File: src/rtl/out_port_logger.sv
// out_port_logger: captures every change of the core output word with a cycle timestamp into a show-ahead FIFO
// Ports: clk/rst (sync, active-high); en gates capture; core_out is the watched word;
// clr_ovf clears overflow/drop_cnt; rd_valid/rd_ready/rd_data/rd_ts form the read side;
// count is occupancy; overflow is sticky on any drop; drop_cnt saturates at 255.
module out_port_logger #(
  parameter int WIDTH    = 32,
  parameter int DEPTH    = 8,
  parameter int TS_WIDTH = 16
) (
  input  logic                    clk,
  input  logic                    rst,
  input  logic                    en,
  input  logic [WIDTH-1:0]        core_out,
  input  logic                    clr_ovf,
  input  logic                    rd_ready,
  output logic                    rd_valid,
  output logic [WIDTH-1:0]        rd_data,
  output logic [TS_WIDTH-1:0]     rd_ts,
  output logic [$clog2(DEPTH):0]  count,
  output logic                    overflow,
  output logic [7:0]              drop_cnt
);
  localparam int AW = $clog2(DEPTH);
  localparam int CW = AW + 1;
  logic [TS_WIDTH-1:0] ts_q;
  logic [WIDTH-1:0]    prev_q;
  logic                armed_q;
  logic [AW-1:0]       wr_ptr_q, rd_ptr_q;
  logic [CW-1:0]       count_q, count_d;
  logic                ovf_q, ovf_d;
  logic [7:0]          drop_q, drop_d, drop_base;
  logic [WIDTH-1:0]    mem_data_q [DEPTH];
  logic [TS_WIDTH-1:0] mem_ts_q [DEPTH];
  logic                evt, pop, full, push, drop;
  always_comb begin
    evt       = en && (armed_q || core_out != prev_q);
    pop       = count_q != '0 && rd_ready;
    full      = count_q == CW'(DEPTH);
    // a same-cycle pop frees the slot, so a full FIFO can still accept
    push      = evt && (!full || pop);
    drop      = evt && full && !pop;
    count_d   = (push && !pop) ? count_q + CW'(1) : (pop && !push) ? count_q - CW'(1) : count_q;
    // a drop on the clearing edge restarts the count at 1
    ovf_d     = drop || (ovf_q && !clr_ovf);
    drop_base = clr_ovf ? 8'd0 : drop_q;
    drop_d    = (drop && drop_base != 8'hff) ? drop_base + 8'd1 : drop_base;
  end
  always_ff @(posedge clk) begin
    if (rst) begin
      ts_q     <= '0;
      prev_q   <= '0;
      armed_q  <= 1'b1;
      wr_ptr_q <= '0;
      rd_ptr_q <= '0;
      count_q  <= '0;
      ovf_q    <= 1'b0;
      drop_q   <= '0;
    end else begin
      ts_q     <= ts_q + TS_WIDTH'(1);
      prev_q   <= en ? core_out : prev_q;
      armed_q  <= !en;
      wr_ptr_q <= push ? wr_ptr_q + AW'(1) : wr_ptr_q;
      rd_ptr_q <= pop ? rd_ptr_q + AW'(1) : rd_ptr_q;
      count_q  <= count_d;
      ovf_q    <= ovf_d;
      drop_q   <= drop_d;
    end
  end
  always_ff @(posedge clk) begin
    if (push) begin
      mem_data_q[wr_ptr_q] <= core_out;
      mem_ts_q[wr_ptr_q]   <= ts_q;
    end
  end
  assign rd_valid = count_q != '0;
  assign rd_data  = mem_data_q[rd_ptr_q];
  assign rd_ts    = mem_ts_q[rd_ptr_q];
  assign count    = count_q;
  assign overflow = ovf_q;
  assign drop_cnt = drop_q;
endmodule

File: config.mk
export PLATFORM = sky130hd
export DESIGN_NAME = out_port_logger
export DESIGN_NICKNAME = d
export VERILOG_FILES = /design/src/rtl/out_port_logger.sv
export SDC_FILE = /design/constraint.sdc
export NUM_CORES = 1
export LEC_CHECK = 0
export CAP_MARGIN = 20
export CELL_PAD_IN_SITES_DETAIL_PLACEMENT = 1
export CELL_PAD_IN_SITES_GLOBAL_PLACEMENT = 1
export CORE_ASPECT_RATIO = 1.5
export CORE_MARGIN = 2
export CORE_UTILIZATION = 50
export DETAILED_ROUTE_END_ITERATION = 12
export DONT_BUFFER_PORTS = 1
export GPL_TIMING_DRIVEN = 0
export PLACE_DENSITY = 0.84
export SYNTH_ARGS = -nofsm -noshare
export SYNTH_HDL_FRONTEND = slang
export SYNTH_SLANG_ARGS = --single-unit
export TNS_END_PERCENT = 5
File: constraint.sdc
create_clock -name clk -period 7.5 [get_ports clk]
set_input_delay 1.125 -clock clk [delete_from_list [all_inputs] [get_ports clk]]
set_output_delay 1.125 -clock clk [all_outputs]
set_load 0.005 [all_outputs]
; Word-level counts from Yosys, hierarchy flattened
; Memories as Yosys holds them, arrays and structs flattened. A register that Yosys moved wholly into a read port is not among the register bits.
; Cells that the tools add are included.
[totals]
register_bits = 68
mem_bits_rw = 384
input_bits = 37
wordCells = 48
memories = 2
[mem_list]
columns = name, depth, width, rd, rd_ports_with_merged_regs, write_ports, line
row1 = mem_data_q, 8, 32, 1, 1, 1, 32  ; logic [WIDTH-1:0] mem_data_q [DEPTH];
row2 = mem_ts_q, 8, 16, 1, 1, 1, 33  ; logic [TS_WIDTH-1:0] mem_ts_q [DEPTH];
[op_classes]
addsub = 6
n_eq_ne = 3
muxes = 10
reduce_logical = 19
[op_table]
columns = operator, n
row1 = 32-bit != test, 1
row2 = 16-bit by 1-bit adder with 16-bit output (second input constant), 1
row3 = 8-bit two-way mux, 2
row4 = 3-bit two-way mux, 4
row5 = 1-bit logical AND, 9
row6 = 8-bit by 1-bit adder with 8-bit output (second input constant), 1
row7 = 4-bit two-way mux, 2
row8 = 8-bit != test (second input constant), 1
row9 = 3-bit by 1-bit adder with 3-bit output (second input constant), 2
row10 = 1-bit logical NOT, 5
row11 = 4-bit by 1-bit adder with 4-bit output (second input constant), 1
row12 = 4-bit == test (second input constant), 1
row13 = 4-bit nonzero test, 1
row14 = 4-bit by 1-bit subtractor with 4-bit output (second input constant), 1
row15 = 1-bit logical OR, 3
row16 = 1-bit two-way mux, 2
row17 = 2-bit nonzero test, 1

; Depth between registers and ports, before layout
[logic_depth]
ltp_word = 8
ltp_mapped = 15
ltp_nobuf = 13

; Least setup slack after synthesis
; No wires, ideal clock.
[synth_path]
kind = in2reg
start = input core_out[7]
end = memory mem_data_q[1][0] (enable)
t_arrival_ns = 6.608
setup_slack_ns = 0.318
path_stages = 8
path_buffers = 2
path_cell_list = xor2_1 nor4_1 nand4_1 or3_1 buf_6 and3_4 buf_6 nor4bb_1
[synth_between]
elab_chain_len = 6
[synth_lines]
columns = item, line
row1 = "start, declared", 13  ; input logic [WIDTH-1:0] core_out,
row2 = 32-bit != test, 36  ; evt = en && (armed_q || core_out != prev_q);
row3 = 1-bit logical OR, 36
row4 = 1-bit logical AND, 36
row5 = 1-bit logical AND, 40  ; push = evt && (!full || pop);
row6 = net push, 34  ; logic evt, pop, full, push, drop;
row7 = 1-bit two-way mux, 70  ; if (push) begin
row8 = 1-bit two-way mux (not written as such), 71  ; mem_data_q[wr_ptr_q] <= core_out;
row9 = "end, declared", 32
; The timed path passes the listed nets, and every way through them passes these cells.

==> results <==
- The placement row count is 84.
- Post-CTS timing repair inserted 0 buffers for setup.
- The achievable clock frequency is 0.2311 GHz.
- Yosys instantiated no cell more often than sky130_fd_sc_hd__edfxtp_1.
- The number of antenna diodes in the final layout is 0.
- The maximum single-stage delay on the critical path is 0.67 ns.
- After clock tree synthesis, the flow added hold-fix buffers numbering 0.
- In this run the worst path has a maximum fanout of 10.
- Counting flops with a built-in enable in the synthesized netlist gives 384.
- The number of buffers between clock root and the deepest sink is 3.
- The global-route wire length before repair is 60,920 um.
- The CTS tree is done.
- After clock tree synthesis, the repair step resized 0 gates.
- Summing all multi-input logic gate instances after layout gives 4581 um2.
- The floorplan step set the die width to 157.6 um.
- STA puts the critical path data required time at 6.38 ns.
- After synthesis, the share of flip-flops with an asynchronous set or reset is 0%.
- The tree built by TritonCTS fans out to 455 sinks.
- The path category of the worst min-delay check is reg2reg.
- The total overflow left after global routing is 0.
- Across the whole layout, storage elements account for 12,950 um2.
- Across every metal layer, demand over resource in global routing totals 22.60%.
- Routability-driven placement finished with a final weighted congestion of 0.7481.
- CTS built an H-tree with a depth of 2.
- The slew of the pin with the lowest slew margin is 1.090 ns.
- The number of different library cells used by synthesis comes to 48.
- The number of filler instances in the final layout is 2,999.
- Cells with a size suffix above 1 make up 24.57% of the layout.
- The maximum number of pins on one net before global-route repair is 49.
- In this run the mean area of a mapped cell was 19.54 um2.
- The cell area that synthesis handed to floorplanning was 17,700 um2.
- The flow ran to the end, and the final reports show no timing, DRC or antenna violations.
- The final count of negative-setup-slack endpoints is 0.
- Setup repair after global routing left no endpoint under its margin.
- The antenna violation net count after detailed routing is 0.
- The final-report max-slew violation count was 0.
- The count of warnings emitted by yosys is 0.
- The setup slack at placement is 3.205 ns.
- The minimum clock period is 4.327 ns.
- In this run the tightest slew margin relative to its limit is 27.23%.
- The tightest hold path in the finished design has a slack of 0.5033 ns.
- The final layout contains 1,006 nets.
- The minimum setup slack in the final design is 3.173 ns.
- The layout overhead on the synthesized area is 12.58%.
- The worst setup path is captured at an output port.
- Detailed routing inserted a total of 8,645 vias.
- The number of endpoints with negative hold slack in the final report is 0.
- In the finished design, the share of the clock period the worst path needs comes to 57.69%.
- The synthesized flop and latch total is 455.
- The peak supply drop is 0.1866 mV.
- The initial antenna violation count is 0.
- For the worst setup path, the data arrival time is 3.20 ns.
- The largest total area in the synthesized netlist belongs to sky130_fd_sc_hd__edfxtp_1.
- In this run, CTS created clock tree buffers numbering 41.
- The clock arrives with 0.02558 ns of skew.
- The effective utilization at floorplan is 50.57%.
- CTS placed an instance of sky130_fd_sc_hd__clkbuf_16 at the clock tree root.
- The overall routed net length is 39,980 um.
- The core region is 35,000 um2.
- Among all flip-flop cells after synthesis, the most frequent one is sky130_fd_sc_hd__edfxtp_1.
- The worst setup path is launched from a flip-flop.
- The number of global-route vias before repair came to 9,790.
- Of the synthesized area, sequential elements account for 73.18%.
- The clock network latency to the later pin of the worst-skew pair is 0.57 ns.
- The mean routed wirelength per cell is 27.27 um.
- The synthesized instance count is 906.
- After synthesis, the cell types taking the most area are sky130_fd_sc_hd__edfxtp_1 65%, sky130_fd_sc_hd__mux4_2 12%, sky130_fd_sc_hd__dfxtp_1 8.0%.
- In the synthesized netlist, the cells that appear most often are 384 x sky130_fd_sc_hd__edfxtp_1, 96 x sky130_fd_sc_hd__mux4_2, 71 x sky130_fd_sc_hd__dfxtp_1, 64 x sky130_fd_sc_hd__nor2_1, 48 x sky130_fd_sc_hd__mux2_2.
- The number of nets handed over by synthesis was 951.
- The area enclosed by the die boundary is 36,950 um2.
- Port buffering added 0 buffers.
- The length of the first detailed-routing pass in iterations is 5.
- In the routed design, unresolved DRC markers number 0.
- The number of max-cap violations is 0.
- The final HPWL from detailed placement is 24,780 um.
- Among all stages on the critical path, the largest delay is contributed by sky130_fd_sc_hd__clkbuf_1.
- Clock-pin slew was measured on the worst setup and hold paths at 0.07 ns.
- The via-per-instance ratio is 5.897.
- The detailed router finished its first iteration with 607 violations.
- The number of top-level pins is 99.
- Power spread over the standard cell area amounts to 313.1 nW/um2.
- Measured along the y axis, the die boundary spans 234.4 um.
- The leakage power summed over all cells is 0.006574 uW.
- The critical path goes through clkbuf_1 -> buf_1 -> clkbuf_1 -> mux4_2 -> mux2_2.
- Summed over its instances, the top area cell type makes up 65.15% of the synthesized netlist area.
- The most numerous cell type found on the critical path is sky130_fd_sc_hd__clkbuf_1.
- The startpoint-to-endpoint class of the critical path is reg2out.
[placed cells by master (no fill, tap or decap), drive strengths merged, types with 2 or more instances in the layout]
cell,netlist,layout
ha,7,7
dfxtp,71,71
a21oi,6,6
mux4,96,96
mux2i,35,35
nand3,9,9
nor2,64,64
xnor2,10,10
nand2,12,12
nor2b,8,8
nor4bb,2,2
inv,7,9
bufinv,0,7
and4b,3,3
nor3,2,2
a31oi,2,2
nand4,8,8
mux2,52,52
buf,20,32
edfxtp,384,384
xor2,41,41
nor4,7,7
or3,3,3
and4,4,4
and3,11,11
clkbuf,23,69
clkinv,0,19
nand2b,4,4
[path summary, 6_finish.rpt]
kind	slack (ns)	endpoint	start	cells after the start
hold reg to reg	0.50	rd_ptr_q[1]	rd_ptr_q[1]	2
setup reg to reg	3.87	count[3]	prev_q[28]	15
hold / removal	0.50	rd_ptr_q[1]	rd_ptr_q[1]	2
setup / recovery	3.17	rd_data[14]	flip-flop	5
[cell type report]
cell class / count / area share (%)
multi-input cells: 401 / 22.99
plain buffers: 43 / 0.9670
flip-flops and latches: 455 / 65.00
clock buffers: 46 / 5.243
well taps: 473 / 2.970
inverters: 7 / 0.1319
clock inverters: 29 / 1.771
repair buffers: 12 / 0.9293
[logic make-up (layout without fill, tap and decap cells)]
kind of cell | count (synthesis) | in the layout | share of synthesized area [%]
mux | 183 | 183 | 17.52
fa+ha+maj | 8 | 8 | 0.6079
simple gates | 141 | 141 | 4.128
xor+xnor | 51 | 51 | 2.524
flops | 455 | 455 | 73.18
compound gates | 18 | 18 | 0.7988
buf+inv | 50 | 137 | 1.237
[per-stage QoR]
stage | power, uW | cells | setup TNS [ns] | utilization (%) | instance area [um2]
detailed placement | 4130 | 1391 | 0 | 52.94 | 18530
finish | 6240 | 1466 | 0 | 56.94 | 19930
global placement | 4088 | 1379 | -445.99 | 52.26 | 18290
floorplan | 3816 | 906 | 0 | - | 17700
global route | 6462 | 1466 | 0 | 56.94 | 19930
CTS | 6304 | 1466 | 0 | 56.94 | 19930
[critical path, delay by kind of cell (launching register included)]
kind,cells,cell delay (ns)
buffers and inverters,3,1.56
multiplexers,2,0.76
flip-flops,1,0.32
[layer usage]
metal | up-vias | global-route usage [%] | part of all wire [%] | wire, um
li1 | 3713 | - | - | -
met1 | 4558 | 26.71 | 37 | 14770
met2 | 272 | 39.57 | 54 | 21400
met3 | 102 | 5.081 | 5.7 | 2284
met4 | 0 | 9.886 | 3.8 | 1525
met5 | - | 0 | 0 | 0
[flip-flops by register name, summed over array words and instances, names as in the netlist, named ones only]
signal and flops:
wr_ptr_q 3, mem_data_q 256, drop_cnt 8, mem_ts_q 128, rd_ptr_q 3, prev_q 32
armed_q 1, count 4, overflow 1, ts_q 16
[power breakdown]
part	switching, uW	internal [uW]	total [uW]
Sequential	54.6	2850	2910
Clock	925	1260	2180
Combinational	574	576	1150
No activity file was read; power rests on OpenSTA's default activity.
